File: config.mk
export PLATFORM = sky130hd
export DESIGN_NAME = fir_rr_sched_flat
export DESIGN_NICKNAME = d
export VERILOG_FILES = /design/src/rtl/fir_pkg.sv /design/src/rtl/fir_rr_sched_if.sv /design/src/rtl/rr_arbiter2.sv /design/src/rtl/fir_rr_sched.sv /design/src/flat_wrapper.sv
export SDC_FILE = /design/constraint.sdc
export NUM_CORES = 1
export LEC_CHECK = 0
export CAP_MARGIN = 20
export CORE_AREA = 2 2 39 41
export CTS_BUF_LIST = sky130_fd_sc_hd__clkbuf_4 sky130_fd_sc_hd__clkbuf_8 sky130_fd_sc_hd__clkbuf_16
export DETAILED_ROUTE_END_ITERATION = 10
export DIE_AREA = 0 0 41 43
export GPL_ROUTABILITY_DRIVEN = 0
export PLACE_DENSITY = 0.71
export SLEW_MARGIN = 20
export SYNTH_ARGS = -nofsm -noshare
export SYNTH_HDL_FRONTEND = slang
export SYNTH_HIERARCHICAL = 1
export SYNTH_SLANG_ARGS = --single-unit
File: constraint.sdc
create_clock -name clk -period 2 [get_ports clk]
set_input_delay 0.4 -clock clk [delete_from_list [all_inputs] [get_ports clk]]
set_output_delay 0.4 -clock clk [all_outputs]
set_load 0.05 [all_outputs]
File: src/rtl/fir_pkg.sv
// Shared types and defaults for the folded-FIR round-robin scheduler.
package fir_pkg;
  localparam int N_PHASE_DEF = 4;
  localparam int CTRL_W_DEF  = 2;

  localparam logic CH0 = 1'b0;
  localparam logic CH1 = 1'b1;

  typedef enum logic [1:0] {
    ST_IDLE  = 2'd0,
    ST_CLEAR = 2'd1,
    ST_MAC   = 2'd2,
    ST_DONE  = 2'd3
  } state_t;
endpackage

File: src/rtl/fir_rr_sched_if.sv
// Request/grant and datapath-control bundle between channels, scheduler and FIR datapath.
interface fir_rr_sched_if import fir_pkg::*; #(
  parameter int CTRL_W = CTRL_W_DEF
);
  logic              req0;
  logic              req1;
  logic              clr0;
  logic              clr1;
  logic              gnt0;
  logic              gnt1;
  logic              ready;
  logic              x_sel;
  logic              chan_sel;
  logic              x_clr;
  logic              shift;
  logic              y_en;
  logic              y_clr;
  logic [CTRL_W-1:0] ctrl;
  logic              valid;
  logic              y_chan;

  modport master (
    output req0, req1, clr0, clr1,
    input  gnt0, gnt1, ready, x_sel, chan_sel, x_clr, shift, y_en, y_clr,
           ctrl, valid, y_chan
  );

  modport slave (
    input  req0, req1, clr0, clr1,
    output gnt0, gnt1, ready, x_sel, chan_sel, x_clr, shift, y_en, y_clr,
           ctrl, valid, y_chan
  );
endinterface

File: src/rtl/rr_arbiter2.sv
// Two-way round-robin pick; combinational, zero latency.
// No backpressure: a lone requester always wins, contention goes to the channel not granted last.
module rr_arbiter2 (
  input  logic req0,
  input  logic req1,
  input  logic last,
  output logic gnt_idx,
  output logic gnt_any
);
  assign gnt_any = req0 | req1;
  assign gnt_idx = (req0 & req1) ? ~last : req1;
endmodule

File: src/rtl/fir_rr_sched.sv
// Two-channel folded-FIR scheduler: grant -> N_PHASE MAC cycles -> valid, N_PHASE+1 cycles grant-to-valid.
// Backpressure: requests/clears are level-held and only sampled in IDLE (ready=1).
module fir_rr_sched import fir_pkg::*; #(
  parameter int N_PHASE = N_PHASE_DEF,
  parameter int CTRL_W  = CTRL_W_DEF
) (
  input  logic          clk,
  input  logic          rst,
  fir_rr_sched_if.slave bus
);
  localparam logic [CTRL_W-1:0] CTRL_LAST = CTRL_W'(N_PHASE - 1);

  state_t            state_q;
  state_t            state_d;
  logic              out_en_q;
  logic              lat_ch_q;
  logic              last_q;
  logic [CTRL_W-1:0] ctr_q;

  logic arb_idx;
  logic arb_any;
  logic clr_any;
  logic clr_ch;
  logic take_clr;
  logic take_req;

  rr_arbiter2 u_arb (
    .req0    (bus.req0),
    .req1    (bus.req1),
    .last    (last_q),
    .gnt_idx (arb_idx),
    .gnt_any (arb_any)
  );

  // out_en_q holds everything quiet until the first edge after reset release.
  assign clr_any  = bus.clr0 | bus.clr1;
  assign clr_ch   = bus.clr0 ? CH0 : CH1;
  assign take_clr = out_en_q && (state_q == ST_IDLE) && clr_any;
  assign take_req = out_en_q && (state_q == ST_IDLE) && !clr_any && arb_any;

  always_ff @(posedge clk or negedge rst) begin
    if (!rst) begin
      state_q <= ST_IDLE;
    end else begin
      state_q <= state_d;
    end
  end

  always_comb begin
    state_d = state_q;
    case (state_q)
      ST_IDLE: begin
        if (take_clr) begin
          state_d = ST_CLEAR;
        end else if (take_req) begin
          state_d = ST_MAC;
        end
      end
      ST_CLEAR: state_d = ST_IDLE;
      ST_MAC:   if (ctr_q == CTRL_LAST) state_d = ST_DONE;
      ST_DONE:  state_d = ST_IDLE;
      default:  state_d = ST_IDLE;
    endcase
  end

  always_ff @(posedge clk or negedge rst) begin
    if (!rst) begin
      out_en_q <= 1'b0;
      lat_ch_q <= CH0;
      last_q   <= CH1;
      ctr_q    <= '0;
    end else begin
      out_en_q <= 1'b1;
      if (take_clr) begin
        lat_ch_q <= clr_ch;
      end
      if (take_req) begin
        lat_ch_q <= arb_idx;
        last_q   <= arb_idx;
      end
      if (state_q == ST_MAC) begin
        ctr_q <= (ctr_q == CTRL_LAST) ? '0 : ctr_q + CTRL_W'(1);
      end
    end
  end

  always_comb begin
    bus.ready    = 1'b0;
    bus.gnt0     = 1'b0;
    bus.gnt1     = 1'b0;
    bus.x_sel    = 1'b0;
    bus.chan_sel = 1'b0;
    bus.x_clr    = 1'b0;
    bus.shift    = 1'b0;
    bus.y_en     = 1'b0;
    bus.y_clr    = 1'b0;
    bus.ctrl     = '0;
    bus.valid    = 1'b0;
    bus.y_chan   = 1'b0;
    case (state_q)
      ST_IDLE: begin
        bus.ready = out_en_q;
        if (take_req) begin
          bus.gnt0     = (arb_idx == CH0);
          bus.gnt1     = (arb_idx == CH1);
          bus.shift    = 1'b1;
          bus.y_clr    = 1'b1;
          bus.x_sel    = arb_idx;
          bus.chan_sel = arb_idx;
        end
      end
      ST_CLEAR: begin
        bus.x_clr    = 1'b1;
        bus.chan_sel = lat_ch_q;
      end
      ST_MAC: begin
        bus.y_en     = 1'b1;
        bus.ctrl     = ctr_q;
        bus.chan_sel = lat_ch_q;
      end
      ST_DONE: begin
        bus.valid  = 1'b1;
        bus.y_chan = lat_ch_q;
      end
      default: ;
    endcase
  end
endmodule

File: src/flat_wrapper.sv
// flat-port wrapper written by rule: the top's interface ports become plain ports
module fir_rr_sched_flat import fir_pkg::*;
#(
  parameter int N_PHASE = N_PHASE_DEF,
  parameter int CTRL_W  = CTRL_W_DEF
)
  (clk, rst, bus_req0, bus_req1, bus_clr0, bus_clr1, bus_gnt0, bus_gnt1, bus_ready, bus_x_sel, bus_chan_sel, bus_x_clr, bus_shift, bus_y_en, bus_y_clr, bus_ctrl, bus_valid, bus_y_chan);
  fir_rr_sched_if #(.CTRL_W(CTRL_W)) bus_i ();
  input  logic clk;
  input  logic rst;
  input wire logic [$bits(bus_i.req0)-1:0] bus_req0;
  input wire logic [$bits(bus_i.req1)-1:0] bus_req1;
  input wire logic [$bits(bus_i.clr0)-1:0] bus_clr0;
  input wire logic [$bits(bus_i.clr1)-1:0] bus_clr1;
  output wire logic [$bits(bus_i.gnt0)-1:0] bus_gnt0;
  output wire logic [$bits(bus_i.gnt1)-1:0] bus_gnt1;
  output wire logic [$bits(bus_i.ready)-1:0] bus_ready;
  output wire logic [$bits(bus_i.x_sel)-1:0] bus_x_sel;
  output wire logic [$bits(bus_i.chan_sel)-1:0] bus_chan_sel;
  output wire logic [$bits(bus_i.x_clr)-1:0] bus_x_clr;
  output wire logic [$bits(bus_i.shift)-1:0] bus_shift;
  output wire logic [$bits(bus_i.y_en)-1:0] bus_y_en;
  output wire logic [$bits(bus_i.y_clr)-1:0] bus_y_clr;
  output wire logic [$bits(bus_i.ctrl)-1:0] bus_ctrl;
  output wire logic [$bits(bus_i.valid)-1:0] bus_valid;
  output wire logic [$bits(bus_i.y_chan)-1:0] bus_y_chan;
  assign bus_i.req0 = bus_req0;
  assign bus_i.req1 = bus_req1;
  assign bus_i.clr0 = bus_clr0;
  assign bus_i.clr1 = bus_clr1;
  assign bus_gnt0 = bus_i.gnt0;
  assign bus_gnt1 = bus_i.gnt1;
  assign bus_ready = bus_i.ready;
  assign bus_x_sel = bus_i.x_sel;
  assign bus_chan_sel = bus_i.chan_sel;
  assign bus_x_clr = bus_i.x_clr;
  assign bus_shift = bus_i.shift;
  assign bus_y_en = bus_i.y_en;
  assign bus_y_clr = bus_i.y_clr;
  assign bus_ctrl = bus_i.ctrl;
  assign bus_valid = bus_i.valid;
  assign bus_y_chan = bus_i.y_chan;
  fir_rr_sched #(.N_PHASE(N_PHASE), .CTRL_W(CTRL_W)) u_core (.clk(clk), .rst(rst), .bus(bus_i));
endmodule
==> metrics, run 1 <==
RR Endpoint=u_core/state_q[0]; Post-Syn Area=500 sq um; CTS root buf=clkbuf_4; synth unique cells=29; CTS max path bufs=2; Hold Path Class=in -> async; # diodes=0; Initial Utilization=0.362; Seq/Total Area, Yosys=0.353; vias in the first global route=around 430; DRC=0; Clk Latency, worst-skew pair=between 200 and 300 ps; status=finished clean; Worst setup EP type=output pin; area share of the largest cell type after synthesis=0.300; yosys warns=6; reported leakage power=0.000396 uW; ys flop type=dfrtp_1; Synth area leaders=dfrtp_1, ha_1, dfstp_2, buf_4, mux2_2; Layout Utilization=0.627; Synth area leader=dfrtp_1; Pwr Total=slightly above 1000 uW; reg-to-reg startpoint=u_core/state_q[0]; Worst Skew=roughly 3.4 ps; Clock H-tree levels=1; Std-Cell Rows=14; Avg WL per Cell=approximately 13 microns; crit path DAT=~1500 ps; unrepaired setup endpoints after global routing=no; Initial DRT Pass Iterations=2; antenna violations before repair=0; synthesized instance count=50; Startpoint Class=input port; Mapped Avg Cell Area=between 10 and 15 sq um; Finished Cell Area=868 sq um; Area Growth Syn to Fin=73.5%; Post-synth ARST share=1.00; endpoints failing hold=0; Port-buffer cells=18; vias=~450; syn_nets=61; most frequent cells in the layout=buf_12, buf_4, dfrtp_1, inv_1; #FFs+latches synth=7; All-Layer GR Usage=0.171; crit share post-route=0.962; first-pass GRT wire length=1900 microns; required time of the critical path=around 1600 ps; grt total ovfl=0; antenna viol nets, final=0; final setup margin=~75 ps; Core ar.=1380 sq um; # nets final=87; vias per inst=4.97; setup slack, reg-to-reg=roughly 530 ps; R2R depth=5; maxcap violations=0; Post-DP Area=about 800 sq um; CTS Sinks=7; pin count of the biggest net entering global routing=11; worst setup path class=in -> out; chip width=between 40 and 50 microns; power per cell area=1160 nW/um^2; WL final=1170 microns; max-slew violation count=0; Post-synth EDFFs=0; ratio of cells with drive above 1 in the final layout=0.440; clock buffer count from CTS=3; Top-Level Pins=19; maximum VDD drop=roughly 530 uV; Clk pin slew, worst setup/hold paths=50 ps; most common cell after layout, fill and taps aside=buf_12; # setup viols final=0; die area=between 1500 and 2000 sq um; TritonCTS clock tree=yes; top achievable clock speed=roughly 520 MHz; DP HPWL=roughly 880 microns; Starting DRT DRC Count=4; hold slack=about 400 ps; pre-CTS setup slack=-184 ps; Chip Height=between 40 and 50 microns; fin crit period=a little under 2000 ps; worst-path fanout max=4
cells by family (layout without fill, tap and decap cells):
group,count (synthesis),after routing,share of synthesized area
AND/OR/NAND/NOR,17,17,0.233
AO/OA/AOI/OAI,10,10,0.155
buffers and inverters,8,33,0.0825
flip-flops,7,7,0.353
adder cells (fa/ha/maj),5,5,0.125
multiplexers,2,2,0.0450
other,1,1,0.00749
critical path, stage by stage:
cell and delay [ps]:
dlygate4sd2_1 240, or2_1 240, and4bb_4 230, a32oi_1 170
nor2_1 90, buf_12 150
timing repair:
| action | in CTS | in global routing |
|---|---|---|
| hold buffers | 0 | 0 |
| hold endpoints to repair | 0 | 0 |
| endpoints found under the setup margin | 6 | 5 |
| resized for setup | 5 | 2 |
| setup buffers | 2 | 0 |
| pin swaps | 4 | 2 |
report_power, final:
part	switching, uW	total (uW)	internal (uW)
clock network	59.3	149	90.1
logic	324	610	286
registers	47.0	251	204
total	430	1010	580
worst max path at each step:
stage	to	cells after the start	startpoint	slack, ps
final	bus_chan_sel	6	bus_req0	80
after CTS	bus_chan_sel	5	u_core/state_q[1]	10
after detailed placement	bus_chan_sel	6	bus_req0	-180
after floorplan	bus_chan_sel	4	bus_req1	30
after global placement	bus_chan_sel	6	bus_req0	-140
after global routing	bus_chan_sel	6	bus_req0	10
synthesized netlist by cell type (2+ instances only):
master   count
nand3_1      2
buf_4        3
mux2_2       2
ha_1         5
inv_1        5
and2_1       3
dfrtp_1      6
nor2_1       3
flip-flops by register name, summed over array words and instances, names as in the netlist:
signal and count:
u_core/lat_ch_q 1, u_core/out_en_q 1, u_core/state_q 2, u_core/last_q 1, u_core/ctr_q 2
metal layers:
metal	global-route usage	vias to the layer above	part of all wire
met5	0	-	0
met4	0.140	0	0.025
met3	0.0471	4	0.043
met2	0.244	10	0.52
met1	0.203	216	0.41
li1	-	222	-
final cells by class:
| class | instances | area (sq um) |
|---|---|---|
| clock buffer | 4 | 30.0 |
| fill | 115 | 515 |
| inverter | 5 | 18.8 |
| multi-input combinational | 35 | 298 |
| sequential | 7 | 176 |
| tap | 16 | 20.0 |
| timing repair buffer | 24 | 325 |
through the flow:
stage | instances | setup TNS (ps)
final | 91 | 0
after global routing | 91 | 0
after CTS | 91 | 0
after detailed placement | 85 | -747
after global placement | 85 | -566
after floorplan | 50 | 0
(Power assumes the default switching activity.)
==> run 2, diff against run 1 <==
- GPL_TIMING_DRIVEN: default -> 0
- RECOVER_POWER: default -> 100
==> run 2 against run 1 <==
Compared with the run above:
- combinational power down 10%
- final cell count increased by 2.2%
- count of clock-buffer cells in the layout fell by 1
- sequential cell count unchanged
- power down 7.2%
- largest cell class is now multi-input combinational cells
- largest power group unchanged
- highest routed layer unchanged
==> metrics, run 2 (synthesis results as in run 1) <==
status=finished clean; Starting DRT DRC Count=9; Initial DRT Pass Iterations=3; # diodes=0; WL final=1040 microns; max-slew violation count=0; pre-CTS setup slack=-815 ps; DRC=0; Chip Height=around 43 microns; Startpoint Class=input port; pin count of the biggest net entering global routing=11; maximum VDD drop=slightly above 500 uV; fin crit period=between 1500 and 2000 ps; Sequential Power Share=0.274; power per cell area=1230 nW/um^2; CTS root buf=clkbuf_4; die area=between 1500 and 2000 sq um; most frequent cells in the layout=dlygate4sd2_1, buf_4, buf_6, dfrtp_1; Worst setup EP type=output pin; Finished Cell Area=764 sq um; Initial Utilization=0.362; antenna violations before repair=0; Placed Cells=84; Pint=between 500 and 600 uW; All-Layer GR Usage=0.134; Core ar.=about 1400 sq um; grt total ovfl=0; vias per inst=roughly 5.0; R2R depth=6; # nets final=between 80 and 90; required time of the critical path=approximately 1600 ps; Worst Skew=roughly 1.5 ps; switching power=roughly 430 uW; Clk Latency, worst-skew pair=about 260 ps; CTS max path bufs=2; switching share of power=0.457; antenna viol nets, final=0; reg-to-reg startpoint=u_core/state_q[0]; Clk pin slew, worst setup/hold paths=roughly 60 ps; worst setup path class=in -> out; first-pass GRT wire length=approximately 1500 microns; Clock H-tree levels=1; reported leakage power=between 0.0003 and 0.0004 uW; Area Growth Syn to Fin=52.7%; chip width=between 40 and 50 microns; final setup margin=approximately 55 ps; ratio of cells with drive above 1 in the final layout=0.455; hold slack=~470 ps; Clock Power Share=0.143; Port-buffer cells=18; DP HPWL=approximately 760 microns; endpoints failing hold=0; most common cell after layout, fill and taps aside=dlygate4sd2_1; crit path DAT=1550 ps; worst-path fanout max=4; crit share post-route=0.973; Post-DP Area=701 sq um; Std-Cell Rows=14; Layout Utilization=0.552; clock buffer count from CTS=3; TritonCTS clock tree=yes; top achievable clock speed=between 500 and 600 MHz; vias=approximately 470; Hold Buf Count CTS=0; CTS Sinks=7; Comb pwr share=0.583; final std cells w/o fill=93; RR Endpoint=u_core/state_q[0]; Largest regs=u_core/ctr_q (2), u_core/state_q (2); vias in the first global route=between 300 and 400; Hold Path Class=in -> async; setup slack, reg-to-reg=550 ps; # setup viols final=0; Top-Level Pins=19; Avg WL per Cell=roughly 11 microns; maxcap violations=0
run 2: changes by cell type in the layout (fill, tap and decap cells not counted), moves of 2 or more:
cell	previous run	this run
dlygate4sd2_1	4	7
buf_12	11	0
buf_4	8	6
buf_6	0	5
buf_2	0	4
inv_2	0	2
inv_1	5	3
run 2: critical path, stage by stage:
cell and delay [ps]:
dlygate4sd2_1 240, or2_1 240, and4bb_4 240, and3_4 160, buf_4 130, buf_6 140
run 2: layout make-up:
| type | instances | area (sq um) |
|---|---|---|
| fill | 138 | 619 |
| multi-input combinational | 35 | 298 |
| timing repair buffer | 23 | 196 |
| sequential | 7 | 178 |
| buffer | 3 | 26.3 |
| clock buffer | 3 | 22.5 |
| tap | 16 | 20.0 |
| inverter | 5 | 18.8 |
| clock inverter | 1 | 5.00 |
run 2: per-stage QoR:
step / power, uW / TNS (ps)
2_1_floorplan: 627 / 0
3_3_place_gp: 749 / -4990
3_5_place_dp: 754 / -5010
4_1_cts: 879 / 0
5_1_grt: 1010 / -4.28
6_report: 938 / 0
run 2: power groups by stage:
stage	Combinational [uW]	Clock (uW)	Sequential (uW)
3_3_place_gp	495	0	254
6_report	547	134	257
2_1_floorplan	385	0	242
3_5_place_dp	499	0	255
4_1_cts	486	140	253
5_1_grt	590	150	264
run 2: metal layers:
layer	wire length, microns	track usage	vias up	share of wire
met2	521	0.184	12	0.50
met1	436	0.155	224	0.42
met5	0	0	-	0
met3	68	0.0785	2	0.066
met4	11	0.0800	0	0.011
li1	-	-	228	-
run 2: worst max-delay path by stage:
stage                      start      endpoint  slack (ps)  depth (start not counted)
5_1_grt        u_core/state_q[1]     bus_x_sel          -4                          6
4_1_cts        u_core/state_q[0]      bus_y_en           7                          3
6_report                bus_req1     bus_x_sel          50                          6
3_5_place_dp            bus_req0     bus_x_sel        -820                          6
2_1_floorplan           bus_req1  bus_chan_sel          30                          4
3_3_place_gp            bus_req0     bus_x_sel        -810                          6
run 2: timing repair:
item                                    in CTS  in global routing
endpoints found under the setup margin      13                 10
cloned                                       0                  0
buffers inserted                             3                  2
resized for setup                           60                 11
pin swaps                                    2                  2
==> variant (flow settings as in run 1) <==
Set the package constant `CTRL_W_DEF` to 4 (it was 2).
--- a/src/rtl/fir_pkg.sv
+++ b/src/rtl/fir_pkg.sv
@@ -1,7 +1,7 @@
 // Shared types and defaults for the folded-FIR round-robin scheduler.
 package fir_pkg;
   localparam int N_PHASE_DEF = 4;
-  localparam int CTRL_W_DEF  = 2;
+  localparam int CTRL_W_DEF  = 4;
 
   localparam logic CH0 = 1'b0;
   localparam logic CH1 = 1'b1;
Interface: changed (resized bus_ctrl); port bits go from 19 to 21. The function was not compared with the original's and may differ.
==> variant against run 1 <==
The run now ends with setup timing left; critical path depth did not move; routed wire length rose by 40%; setup slack got worse by 200 ps; sequential cell count rose by 2; die area did not move; synthesized area rose by 20%; fmax fell by 9.3%; utilization rose by 21 points; clock skew rose by 2.6 ps; design area rose by 34%; critical endpoint is now bus_x_sel; largest cell class unchanged.
Power is not compared: it rests on default switching activity, and its combinational part moved more than twofold at a synthesized area within 25%.
==> variant: results (changes against run 1) <==
Timing
  • Max Clock Skew: 6.01 ps (+2.58 ps)
  • Count of final setup violators: 3 (+3)
  • Fin worst setup slack: -123 ps (-198 ps)
  • Setup TNS: -299 ps (-299 ps)

Status
  • Status: finished with violations
  • Failing checks: setup timing

GRT
  • Met2 GRT Util: 0.322 (+0.0781)
  • Met1 Use GR: 0.227 (+0.0245)
  • All-Layer GR Usage: 0.207 (+0.0357)
  • First-pass GRT wire length: 2320 um (+22%)
  • GR met3 Demand/Resource: 0.0995 (+0.0524)
  • Initial antenna violation count: 0 (unchanged)
  • Vias in the first global route: 539 (+26%)
  • Largest net degree at the start of global routing: 13 (+2)

Drt
  • Routed WL: 1640 um (+40%)
  • WL met3: 73 um (+43%)
  • Routed wl met2: 844 um (+37%)
  • Initial DRC count: 11 (+7)
  • M1 wire length: 694 um (+45%)
  • Total iterations of the first detailed-routing run: 2 (unchanged)
  • Avg Vias per Cell: 4.86 (-2.1%)
  • Routed Antenna Nets: 0 (unchanged)

Finish
  • Ant. Diodes: 0 (unchanged)
  • Number of fill cells in the layout: 73 (-37%)
  • Proportion of layout cells with a drive suffix above 1: 0.594 (+0.154)
  • Nets: 114 (+31%)
  • Multi-input gate area: 392 um2 (+32%)
  • Largest registers: u_core/ctr_q x4, u_core/state_q x2

Clock network
  • Worst-path clk slew: 70 ps (+20 ps)
  • Post-CTS Setup Repair Bufs: 8 (+6)
  • CTS Buffer Depth: 2 (unchanged)
  • TritonCTS Buffers: 3 (unchanged)
  • Post-cts resize count: 5 (unchanged)
  • H-tree depth: 1 (unchanged)
  • Worst skew pair latency: between 200 and 300 ps

Pwr
  • Clk pwr share: 0.087
  • Leakage dissipation: between 0.5 and 0.6 nW
  • Cell-internal power: around 0.95 mW

Placement
  • Post-placement cell area: 1010 um2 (+24%)
  • Detailed Place HPWL: 1020 um (+16%)
  • Port-buffer cells: 20 (+2)

Critical path
  • Worst Setup SP: bus_req1
  • Reg2reg start: u_core/ctr_q[1]
  • Crit path DAT: 1720 ps (+200 ps)
  • Crit Path Max Fanout: 2 (-2)
  • Max stage delay on crit path: 510 ps (+270 ps)
  • Worst path top cell family by delay: buffers and inverters
  • Critical Path Slowest Stage Cell: clkdlybuf4s50_1

Yosys
  • Sequential cell area fraction in the yosys report: 0.379 (+0.0262)
  • Top cells by count, synth: 8 x dfrtp_1, 7 x inv_1, 6 x ha_1, 5 x and2_1, 4 x nand3_1
  • Syn. warnings: 6 (unchanged)
  • Top cells by area, synth: dfrtp_1 33%, ha_1 13%, and2_1 5.2%
  • Syn_nets: 74 (+21%)
  • Ys async rst share: 1.00 (unchanged)

Worst hold path
  • Worst Hold Class: in -> async
[variant: changes by cell type after synthesis, sizes merged, moves of 2 or more]
| cell | change |
|---|---|
| and2 | +2 |
| clkbuf | +2 |
| dfrtp | +2 |
| inv | +2 |
| nand3 | +2 |
| nor2b | -2 |
| o22ai | +2 |
[variant: worst paths after layout]
check,endpoint,slack (ps),cells past startpoint
min in group clk,u_core/ctr_q[3],520,1
worst max register to register,u_core/state_q[0],390,4
worst max-delay path,bus_x_sel,-120,6
worst min register to register,u_core/ctr_q[3],520,1
max in group asynchronous,u_core/last_q,1260,1
worst min-delay path,u_core/lat_ch_q,420,1
[variant: worst reg2reg max path, stage by stage, from the launching register on]
cell and delay [ps]:
dfrtp_1 380, ha_1 170, or3b_4 390, a22oi_2 220
mux2_1 330
[variant: stage by stage]
| stage | std cells | setup WS (ps) |
|---|---|---|
| floorplan | 62 | 3.95 |
| global placement | 102 | -69.6 |
| detailed placement | 102 | -113 |
| CTS | 114 | 3.45 |
| global route | 117 | -174 |
| finish | 117 | -123 |
[variant: cell type report]
class                   count  area share
repair buffers             39       0.401
clock buffers               3      0.0193
well taps                  16      0.0172
inverters                   7      0.0279
clock inverters             1     0.00430
flip-flops and latches      9       0.194
multi-input cells          42       0.336
[variant: cells by family (layout without fill, tap and decap cells)]
logic type / count (synthesis) / in the layout / synth area share
AOI/OAI and AO/OA: 10 / 10 / 0.130
xor gates and xnor gates: 1 / 1 / 0.0146
adders and majority gates: 6 / 6 / 0.126
buffers and inverters: 11 / 50 / 0.0816
DFF: 9 / 9 / 0.379
muxes: 4 / 4 / 0.0732
other: 1 / 1 / 0.00627
and+or+nand+nor: 20 / 20 / 0.190
